===== src/rtl/rsa_two_power_mod_arbiter.sv =====
// ---------------------------------------------------------------------------
// rsa_two_power_mod_arbiter
//
// Shares one RSATwoPowerMod engine (2^power mod modulus) between NUM_REQ
// requesters. A round-robin arbiter grants one requester, latches its
// payload, runs a single engine handshake and returns the result on the
// shared rsp_out bus, qualified by that requester's rsp_valid bit only.
// power == 0 is answered locally with 1 and never reaches the engine.
//
// Optional build macro:
//   RSA_TPM_CACHE_EN - one-entry result cache {valid, power, modulus, result},
//                      filled on every engine completion. A granted request
//                      matching the entry is answered without the engine.
//
// Ports:
//   clk, rst               clock, asynchronous active-low reset
//   req_valid/req_ready    per-requester request handshake (ready one-hot/0)
//   req_in                 per-requester payload {power, modulus}
//   rsp_valid/rsp_ready    per-requester result handshake (valid one-hot/0)
//   rsp_out                shared result bus
//   e_i_valid/e_i_ready    engine input handshake, e_i_in = latched payload
//   e_o_valid/e_o_ready    engine result handshake, e_o_out = engine result
// ---------------------------------------------------------------------------
package rsa_two_power_mod_pkg;
  localparam int unsigned RSA_W = 32;

  typedef struct packed {
    logic [RSA_W-1:0] power;
    logic [RSA_W-1:0] modulus;
  } rsa_tpm_in_t;

  typedef struct packed {
    logic [RSA_W-1:0] result;
  } rsa_tpm_out_t;
endpackage

module rsa_two_power_mod_arbiter
  import rsa_two_power_mod_pkg::*;
#(
  parameter int NUM_REQ = 2
) (
  input  logic               clk,
  input  logic               rst,
  input  logic [NUM_REQ-1:0] req_valid,
  output logic [NUM_REQ-1:0] req_ready,
  input  rsa_tpm_in_t        req_in [NUM_REQ],
  output logic [NUM_REQ-1:0] rsp_valid,
  input  logic [NUM_REQ-1:0] rsp_ready,
  output rsa_tpm_out_t       rsp_out,
  output logic               e_i_valid,
  input  logic               e_i_ready,
  output rsa_tpm_in_t        e_i_in,
  input  logic               e_o_valid,
  output logic               e_o_ready,
  input  rsa_tpm_out_t       e_o_out
);

  localparam int IDX_W = (NUM_REQ > 1) ? $clog2(NUM_REQ) : 1;

  typedef enum logic [1:0] {
    IDLE,
    ISSUE,
    WAIT,
    RESP
  } state_e;

  state_e           state_q;
  logic [IDX_W-1:0] grant_q;
  logic [IDX_W-1:0] last_q;
  rsa_tpm_in_t      payload_q;
  rsa_tpm_out_t     result_q;

  logic             win_found;
  logic [IDX_W-1:0] win_idx;
  rsa_tpm_in_t      win_payload;
  logic             cache_hit;
  rsa_tpm_out_t     cache_result;

  // Round-robin search: start one past the last winner and wrap, so the
  // most recently served requester has the lowest priority.
  // NOTE: every variable written in an always_comb gets a default first;
  // a path that leaves one unassigned infers a latch.
  always_comb begin
    win_found = 1'b0;
    win_idx   = last_q;
    for (int k = 1; k <= NUM_REQ; k++) begin
      logic [IDX_W-1:0] cand;
      cand = IDX_W'((int'(last_q) + k) % NUM_REQ);
      if (!win_found && req_valid[cand]) begin
        win_found = 1'b1;
        win_idx   = cand;
      end
    end
  end

  assign win_payload = req_in[win_idx];

  // Ready is only offered in IDLE and never while reset is held, so a
  // requester cannot see a handshake the FSM does not take.
  always_comb begin
    req_ready = '0;
    if (rst && state_q == IDLE && win_found) req_ready[win_idx] = 1'b1;
  end

  always_comb begin
    rsp_valid = '0;
    if (state_q == RESP) rsp_valid[grant_q] = 1'b1;
  end

  assign e_i_valid = (state_q == ISSUE);
  assign e_o_ready = (state_q == WAIT);
  assign e_i_in    = payload_q;
  assign rsp_out   = result_q;

`ifdef RSA_TPM_CACHE_EN
  logic         cache_valid_q;
  rsa_tpm_in_t  cache_key_q;
  rsa_tpm_out_t cache_result_q;

  assign cache_hit    = cache_valid_q && (win_payload == cache_key_q);
  assign cache_result = cache_result_q;

  // NOTE: the cache entry is reset because its valid bit gates reuse; a
  // stale entry after reset would answer without ever asking the engine.
  always_ff @(posedge clk or negedge rst) begin
    if (!rst) begin
      cache_valid_q  <= 1'b0;
      cache_key_q    <= '0;
      cache_result_q <= '0;
    end else if (state_q == WAIT && e_o_valid) begin
      cache_valid_q  <= 1'b1;
      cache_key_q    <= payload_q;
      cache_result_q <= e_o_out;
    end
  end
`else
  assign cache_hit    = 1'b0;
  assign cache_result = '0;
`endif

  // NOTE: sequential state uses non-blocking assignments so every register
  // samples pre-edge values regardless of statement order.
  always_ff @(posedge clk or negedge rst) begin
    if (!rst) begin
      state_q   <= IDLE;
      grant_q   <= '0;
      last_q    <= IDX_W'(NUM_REQ - 1);
      payload_q <= '0;
      result_q  <= '0;
    end else begin
      case (state_q)
        IDLE: begin
          if (win_found) begin
            grant_q   <= win_idx;
            last_q    <= win_idx;
            payload_q <= win_payload;
            // Zero exponent is answered locally and takes precedence over
            // the cache, which it never fills.
            if (win_payload.power == '0) begin
              result_q <= '{result: RSA_W'(1)};
              state_q  <= RESP;
            end else if (cache_hit) begin
              result_q <= cache_result;
              state_q  <= RESP;
            end else begin
              state_q  <= ISSUE;
            end
          end
        end
        ISSUE: begin
          if (e_i_ready) state_q <= WAIT;
        end
        WAIT: begin
          if (e_o_valid) begin
            result_q <= e_o_out;
            state_q  <= RESP;
          end
        end
        RESP: begin
          if (rsp_ready[grant_q]) state_q <= IDLE;
        end
        default: state_q <= IDLE;
      endcase
    end
  end

endmodule


===== config.mk =====
export PLATFORM = sky130hd
export DESIGN_NAME = rsa_two_power_mod_arbiter
export DESIGN_NICKNAME = d
export VERILOG_FILES = /design/src/rtl/rsa_two_power_mod_arbiter.sv
export SDC_FILE = /design/constraint.sdc
export NUM_CORES = 1
export LEC_CHECK = 0
export BUFFER_PORTS_ARGS = -buffer_cell sky130_fd_sc_hd__buf_2
export CAP_MARGIN = 40
export CORE_AREA = 2 2 104 106
export CTS_CLUSTER_DIAMETER = 150
export DETAILED_ROUTE_END_ITERATION = 7
export DIE_AREA = 0 0 106 108
export PLACE_DENSITY_LB_ADDON = 0.3
export REMOVE_ABC_BUFFERS = 1
export SYNTH_ARGS = -nofsm -noshare
export SYNTH_HDL_FRONTEND = slang
export SYNTH_SLANG_ARGS = --single-unit
export TNS_END_PERCENT = 30

===== constraint.sdc =====
create_clock -name clk -period 3.07 [get_ports clk]
set_clock_uncertainty 0.1 [all_clocks]
set_input_delay 0.307 -clock clk [delete_from_list [all_inputs] [get_ports clk]]
set_output_delay 0.307 -clock clk [all_outputs]
set_load 0.02 [all_outputs]

-- Word level (Yosys, flattened, before mapping)
Index checks and enable logic that the tools add are counted.
- add/subtract/negate cells: 2
- order comparisons: 7
- eq/ne operators: 8
- muxes and demuxes: 29
- bitwise logic cells: 1
- reductions and logical operators: 12
- operator list (cell ; count):
    64-bit 2-to-1 mux ; 3
    32-bit 2-to-1 mux ; 3
    32-bit case mux with 2 select lines ; 1
    32-bit logical NOT ; 1
    2-bit 2-to-1 mux ; 7
    1-bit 2-to-1 mux ; 12
    1-bit by 2-bit less-than comparator with 1-bit output (second input constant) ; 4
    2-bit case mux with 4 select lines ; 1
    4-bit AND reduction ; 2
    2-bit by 1-bit != test with 1-bit output (second input constant) ; 3
    1-bit logical AND ; 5
    2-bit equality test (second input constant) ; 2
    2-bit != test (second input constant) ; 2
    1-bit adder (second input constant) ; 2
    1-bit demux with 1-bit select ; 2
    2-bit by 1-bit equality test with 1-bit output (second input constant) ; 1
    1-bit greater-or-equal comparator (second input constant) ; 2
    2-bit greater-or-equal comparator (second input constant) ; 1
    2-bit logical NOT ; 1
    1-bit NOT with 2-bit output ; 1
    2-bit AND reduction ; 1
    2-bit nonzero test ; 1
    1-bit logical NOT ; 1
- register bits: 100
- bits of input ports: 168
- output and inout port bits: 102
- word-level logic and storage cells: 65

-- Depth between registers and ports, before layout
- depth after elaboration: 15
- mapped depth: 8
- mapped depth without buffers: 7

-- Worst setup path after synthesis
No wires, ideal clock.
- path kind: reg2reg
- start point: reg last_q
- end point: reg result_q, in the netlist rsp_out[22]
- library setup time: 121 ps
- arrival: 1860 ps
- data required time: 2849 ps
- path slack: 989 ps
- stages on the path, launching flop included: 8
- buffers on the path: 1
- clock period less this slack: 2081 ps
- path through: dfstp_2 > nor2_1 > a21oi_1 > mux2i_1 > o211ai_2 > mux2_4 > buf_6 > a22o_1
- cells in the longest elaborated chain, start to end: 14
- elaborated cells between the ends (all ways): 20
- classes of those cells: add/sub: 2; eq/ne: 2; mux: 11; bitwise: 1; reduce/logical: 4
- RTL lines (item ; RTL line ; RTL):
    from (decl) ; 69 ; logic [IDX_W-1:0] last_q;
    from (signal assigned) ; 147 ; last_q <= IDX_W'(NUM_REQ - 1);
    from (signal assigned) ; 155 ; last_q <= win_idx;
    1-bit adder ; 88 ; cand = IDX_W'((int'(last_q) + k) % NUM_REQ);
    1-bit 2-to-1 mux (not written as such) (2 in series) ; 89 ; if (!win_found && req_valid[cand]) begin
    1-bit 2-to-1 mux ; 89 ;
    1-bit logical NOT ; 89 ;
    1-bit logical AND ; 89 ;
    1-bit 2-to-1 mux ; 89 ;
    1-bit NOT with 2-bit output (not written as such) ; 96 ; assign win_payload = req_in[win_idx];
    64-bit 2-to-1 mux (not written as such) (3 in series) ; 96 ;
    32-bit logical NOT ; 159 ; if (win_payload.power == '0) begin
    2-bit by 1-bit != test with 1-bit output (no source line) ; - ;
    4-bit AND reduction (no source line) (*) ; - ;
    to (signal assigned) ; 160 ; result_q <= '{result: RSA_W'(1)};
    to (signal assigned) ; 163 ; result_q <= cache_result;
    to (signal assigned) ; 175 ; result_q <= e_o_out;
    to (decl) ; 71 ; rsa_tpm_out_t result_q;
Every way passes the cells marked *; elsewhere a longest branch is shown, timed or not. The select of a mux whose other input is x is not followed.
A chain may end at the register's enable or synchronous reset.

-- Worst setup path after layout
- start point: reg last_q
- end point: out req_ready[0]
- cells in the longest elaborated chain, start to end: 12
- elaborated cells between the ends (all ways): 19
- classes of those cells: add/sub: 2; order compare: 2; mux: 11; reduce/logical: 4
- RTL lines (item ; RTL line ; RTL):
    1-bit adder ; 88 ;
    1-bit 2-to-1 mux (not written as such) (2 in series) ; 89 ;
    1-bit 2-to-1 mux ; 89 ;
    1-bit logical NOT ; 89 ;
    1-bit logical AND ; 89 ;
    1-bit 2-to-1 mux ; 89 ;
    1-bit by 2-bit less-than comparator with 1-bit output (not written as such) / 1-bit greater-or-equal comparator (equally long branches) ; 102 ; if (rst && state_q == IDLE && win_found) req_ready[win_idx] = 1'b1;
    1-bit logical AND (not written as such) ; 102 ;
    1-bit 2-to-1 mux (not written as such) ; 102 ;
    1-bit demux with 1-bit select ; 102 ;
    2-bit 2-to-1 mux (*) ; 102 ;
    to (decl) ; 45 ; output logic [NUM_REQ-1:0] req_ready,
Marks and branches as above.

==> metrics list <==
- Buffers added to address setup during post-CTS repair amount to 0.
- Dividing the detail-routed via count by the number of cells gives 5.21.
* Share of flip-flops with an asynchronous set or reset: 100%
* GR Overflow Total: 0
- Net switching is 45.8% of the power.
* Pin count of the biggest net entering global routing: 68
- Worst R2R Start: last_q$_DFFE_PN1P_
- The number of hold violations in the final report was 0.
- Final net count: 915
* DP Cell Count: 867
- The finished layout holds 884 standard cells, fillers aside.
* Worst-Margin Slew: 0.765 ns
- Worst-case vdd ir drop: 453 uV
* Ratio of final minimum period to clock period: 84.2%
- Pins over their slew limit: 0
* Number of iterations in the first detailed-routing pass: 5
- Antenna viol nets, final: 0
- Yosys printed 0 warnings.
* Post-synth EDFFs: 0
* Site row count: 37
- The signal on the critical path passes through nor2_1 > a21o_2 > buf_4 > and3_1 > buf_2.
- At the end of the flow the core is filled with cells to 59.8%.
- The worst register-to-register path ends at rsp_out[26]$_DFFE_PN0P_.
- Share of final-layout standard cells stronger than drive strength 1: 40.5%
* Comb power frac: 51.9%
- Summing the sequential cell areas from Yosys gives 55.6% of the chip area.
- Max-capacitance violation count: 0
* Top achievable clock speed: 387 MHz
- For this design, the slowest cell found on the critical path is sky130_fd_sc_hd__buf_4.
- The number of global-route vias before repair came to 4435.
* Cell area after technology mapping: 4500 um^2
- After clock tree synthesis, the clock-pin slew on the worst setup and hold paths is 0.09 ns.
- The die covers 11400 um^2.
- Cell internal power dissipation: 3490 uW
* Arrival time of data at the critical path endpoint: 2.18 ns
- During I/O placement, the number of pins put on the boundary was 270.
* Clock group share of total power: 11.6%
- From synthesis to final layout, the design area changed by 35.9%.
* Worst Setup End Kind: output pin
* Count of different cell masters after synthesis: 31
- Adding up every negative setup slack in the final design gives 0 ns.
- The largest single stage delay on the critical path is 0.57 ns.
- In the routed design, unresolved DRC markers number 0.
- The first global-routing pass estimated 21400 um of wire.
- The later pin in the worst-skew pair is clocked with a latency of 0.35 ns.
* Critical path required time: 2.66 ns
* Max-Slew Margin vs Limit: 49.0%
- The worst register-to-register path has a depth of 8.
- WL/cell: 15.2 um
- Clock tree from TritonCTS: yes
- Cell area power density: 1050 nW/um^2
- Outcome: complete, no violations
- The clock net in this run drives a total of 100 sinks.
- CTS built an H-tree with a depth of 3.
- The die is 108 um tall.
* Largest buffer count on any clock path: 2
- The worst setup path is launched from a flop.
- WL final: 13400 um
* Overall fraction of global-route tracks in use: 23.5%
- During placement, the flow inserted port buffers numbering 269.
- Total of fill cells in the finished design: 927
- After technology mapping, the gate count stands at 488.
* RSZ-0062 raised after global routing: false
* Syn_area_per_cell: 9.23 um^2
* Part of the power in registers: 36.5%
- Die outline width: 106 um
* Vias post-DR: 4606
* RD Place Congestion: 0.882
- The synthesized design contains 100 register bits.
* Hold path depth: 2
- Starting density of the core: 44.0%
* Standby leakage power: 0.00314 uW
* Antenna violations before repair: 0
- Net load switching power: 2940 uW
- Min-delay worst type: in2reg
* Placeable core region: 10200 um^2
- The wire-length estimate of the detail-placed layout is 10100 um.
- The clock period could shrink to 2.58 ns.
- For hold timing, the worst endpoint is rsp_out[5]$_DFFE_PN0P_.
* Maximum fanout along the worst path: 67
- For flop-to-flop paths, the worst setup slack is 0.71 ns.
- Counting the buffers created by CTS gives 9.
- After the first detailed-routing iteration, the DRC count stood at 260.
* Number of inserted diodes: 0
- Hold path startpoint: e_o_out[5]
- The root buffer cell chosen for the clock tree is sky130_fd_sc_hd__clkbuf_8.
- For this run, the leading register cell type out of synthesis is sky130_fd_sc_hd__dfrtp_1.
- Classification of the worst setup path: reg2out
* Final setup vio count: 0
## synth_stat cells (4+ instances only)
| master | instances | area (um^2) |
|---|---|---|
| sky130_fd_sc_hd__nand2_1 | 135 | 507 |
| sky130_fd_sc_hd__dfrtp_1 | 99 | 2480 |
| sky130_fd_sc_hd__nor2_1 | 69 | 259 |
| sky130_fd_sc_hd__a31oi_1 | 64 | 400 |
| sky130_fd_sc_hd__a22o_1 | 31 | 272 |
| sky130_fd_sc_hd__clkbuf_1 | 19 | 71.3 |
| sky130_fd_sc_hd__buf_1 | 8 | 30.0 |
| sky130_fd_sc_hd__nor4_1 | 8 | 50.1 |
| sky130_fd_sc_hd__a21oi_1 | 5 | 25.0 |
| sky130_fd_sc_hd__inv_1 | 5 | 18.8 |
| sky130_fd_sc_hd__nor3_1 | 5 | 25.0 |
| sky130_fd_sc_hd__buf_2 | 4 | 20.0 |
| sky130_fd_sc_hd__ha_1 | 4 | 50.1 |
| sky130_fd_sc_hd__nor4_2 | 4 | 50.1 |
## metrics by stage
stage               worst slack (ns)  hold WS [ns]  cell area [um^2]  total power, uW
floorplan                      -2.63       -0.0886              4350             4540
global placement               0.804         0.210              5950             5620
detailed placement             0.720         0.215              5950             5730
CTS                            0.484        0.0533              6120             6470
global route                   0.363        0.0560              6120             6910
finish                         0.486        0.0669              6120             6430
## how the worst max path moves through the flow
| stage | from | endpoint | slack, ns | cells after the start |
|---|---|---|---|---|
| floorplan | state_q[0]$_DFFE_PN0P_ | req_ready[0] | -2.63 | 5 |
| global placement | last_q$_DFFE_PN1P_ | rsp_out[15]$_DFFE_PN0P_ | 0.80 | 8 |
| detailed placement | last_q$_DFFE_PN1P_ | rsp_out[25]$_DFFE_PN0P_ | 0.72 | 8 |
| CTS | last_q$_DFFE_PN1P_ | req_ready[0] | 0.48 | 5 |
| global route | last_q$_DFFE_PN1P_ | req_ready[0] | 0.36 | 5 |
| finish | last_q$_DFFE_PN1P_ | req_ready[0] | 0.49 | 5 |
## layout make-up
type                    instances  area [um^2]  share of cell area (%)
clock buffers                  14          153                    2.49
well taps                     136          170                    2.78
flip-flops and latches        100         2500                    40.9
clock inverters                 2         10.0                   0.164
inverters                       5         18.8                   0.307
multi-input cells             349         1850                    30.2
repair buffers                278         1420                    23.2
## cells in the final DEF, fill, tap and decap left out, drive strengths merged
master	Yosys	final
and2	1	1
nor3	7	7
nor4	12	12
and3	2	2
inv	5	5
mux2	1	1
nor2b	3	3
a31oi	64	64
dfstp	1	1
dlygate4sd3	0	1
nand2	135	135
dfrtp	99	99
nor2	69	69
nand4	2	2
mux2i	2	2
o211ai	2	2
a22oi	2	2
o21ai	3	3
clkinv	0	2
a21o	1	1
clkbuf	19	14
buf	15	277
ha	4	4
a22o	31	31
a21boi	1	1
a21oi	5	5
nand3	2	2
## worst max-delay path, delay by kind of cell, from the launching register on
family	cells	cell delay, ns
and+or+nand+nor	2	0.49
AOI/OAI and AO/OA	1	0.16
buffers and inverters	2	0.74
DFF	1	0.40
## power by group through the flow
stage	sequential, uW	clock (uW)	combinational [uW]
floorplan	3090	0	1440
global placement	2340	0	3280
detailed placement	2350	0	3380
CTS	2340	759	3380
global route	2420	822	3670
finish	2340	745	3340
## sequential cells by signal (all words and copies together), names as in the netlist
name,cells
e_i_in,64
rsp_out,32
state_q,2
grant_q,1
last_q,1
## metal layers
metal	track usage (%)	routed length, um	vias up
met1	30.5	5830	2156
met3	4.52	983	24
met2	38.9	6280	230
met5	0	0	-
met4	9.96	351	0
li1	-	-	2196
## repair_timing
action                                 4_1_cts  5_1_grt
endpoints found under the hold margin       39        0
resized for setup                            0        0
hold buffers                                 1        0
## cells by family (layout without fill, tap and decap cells)
| family | Yosys count | count (layout) | synth area share [%] |
|---|---|---|---|
| AOI/OAI and AO/OA | 109 | 109 | 17.1 |
| adders and majority gates | 4 | 4 | 1.11 |
| buffers and inverters | 39 | 299 | 3.86 |
| DFF | 100 | 100 | 55.6 |
| muxes | 3 | 3 | 0.778 |
| and+or+nand+nor | 233 | 233 | 21.6 |
Power figures use the tool's default switching activity.
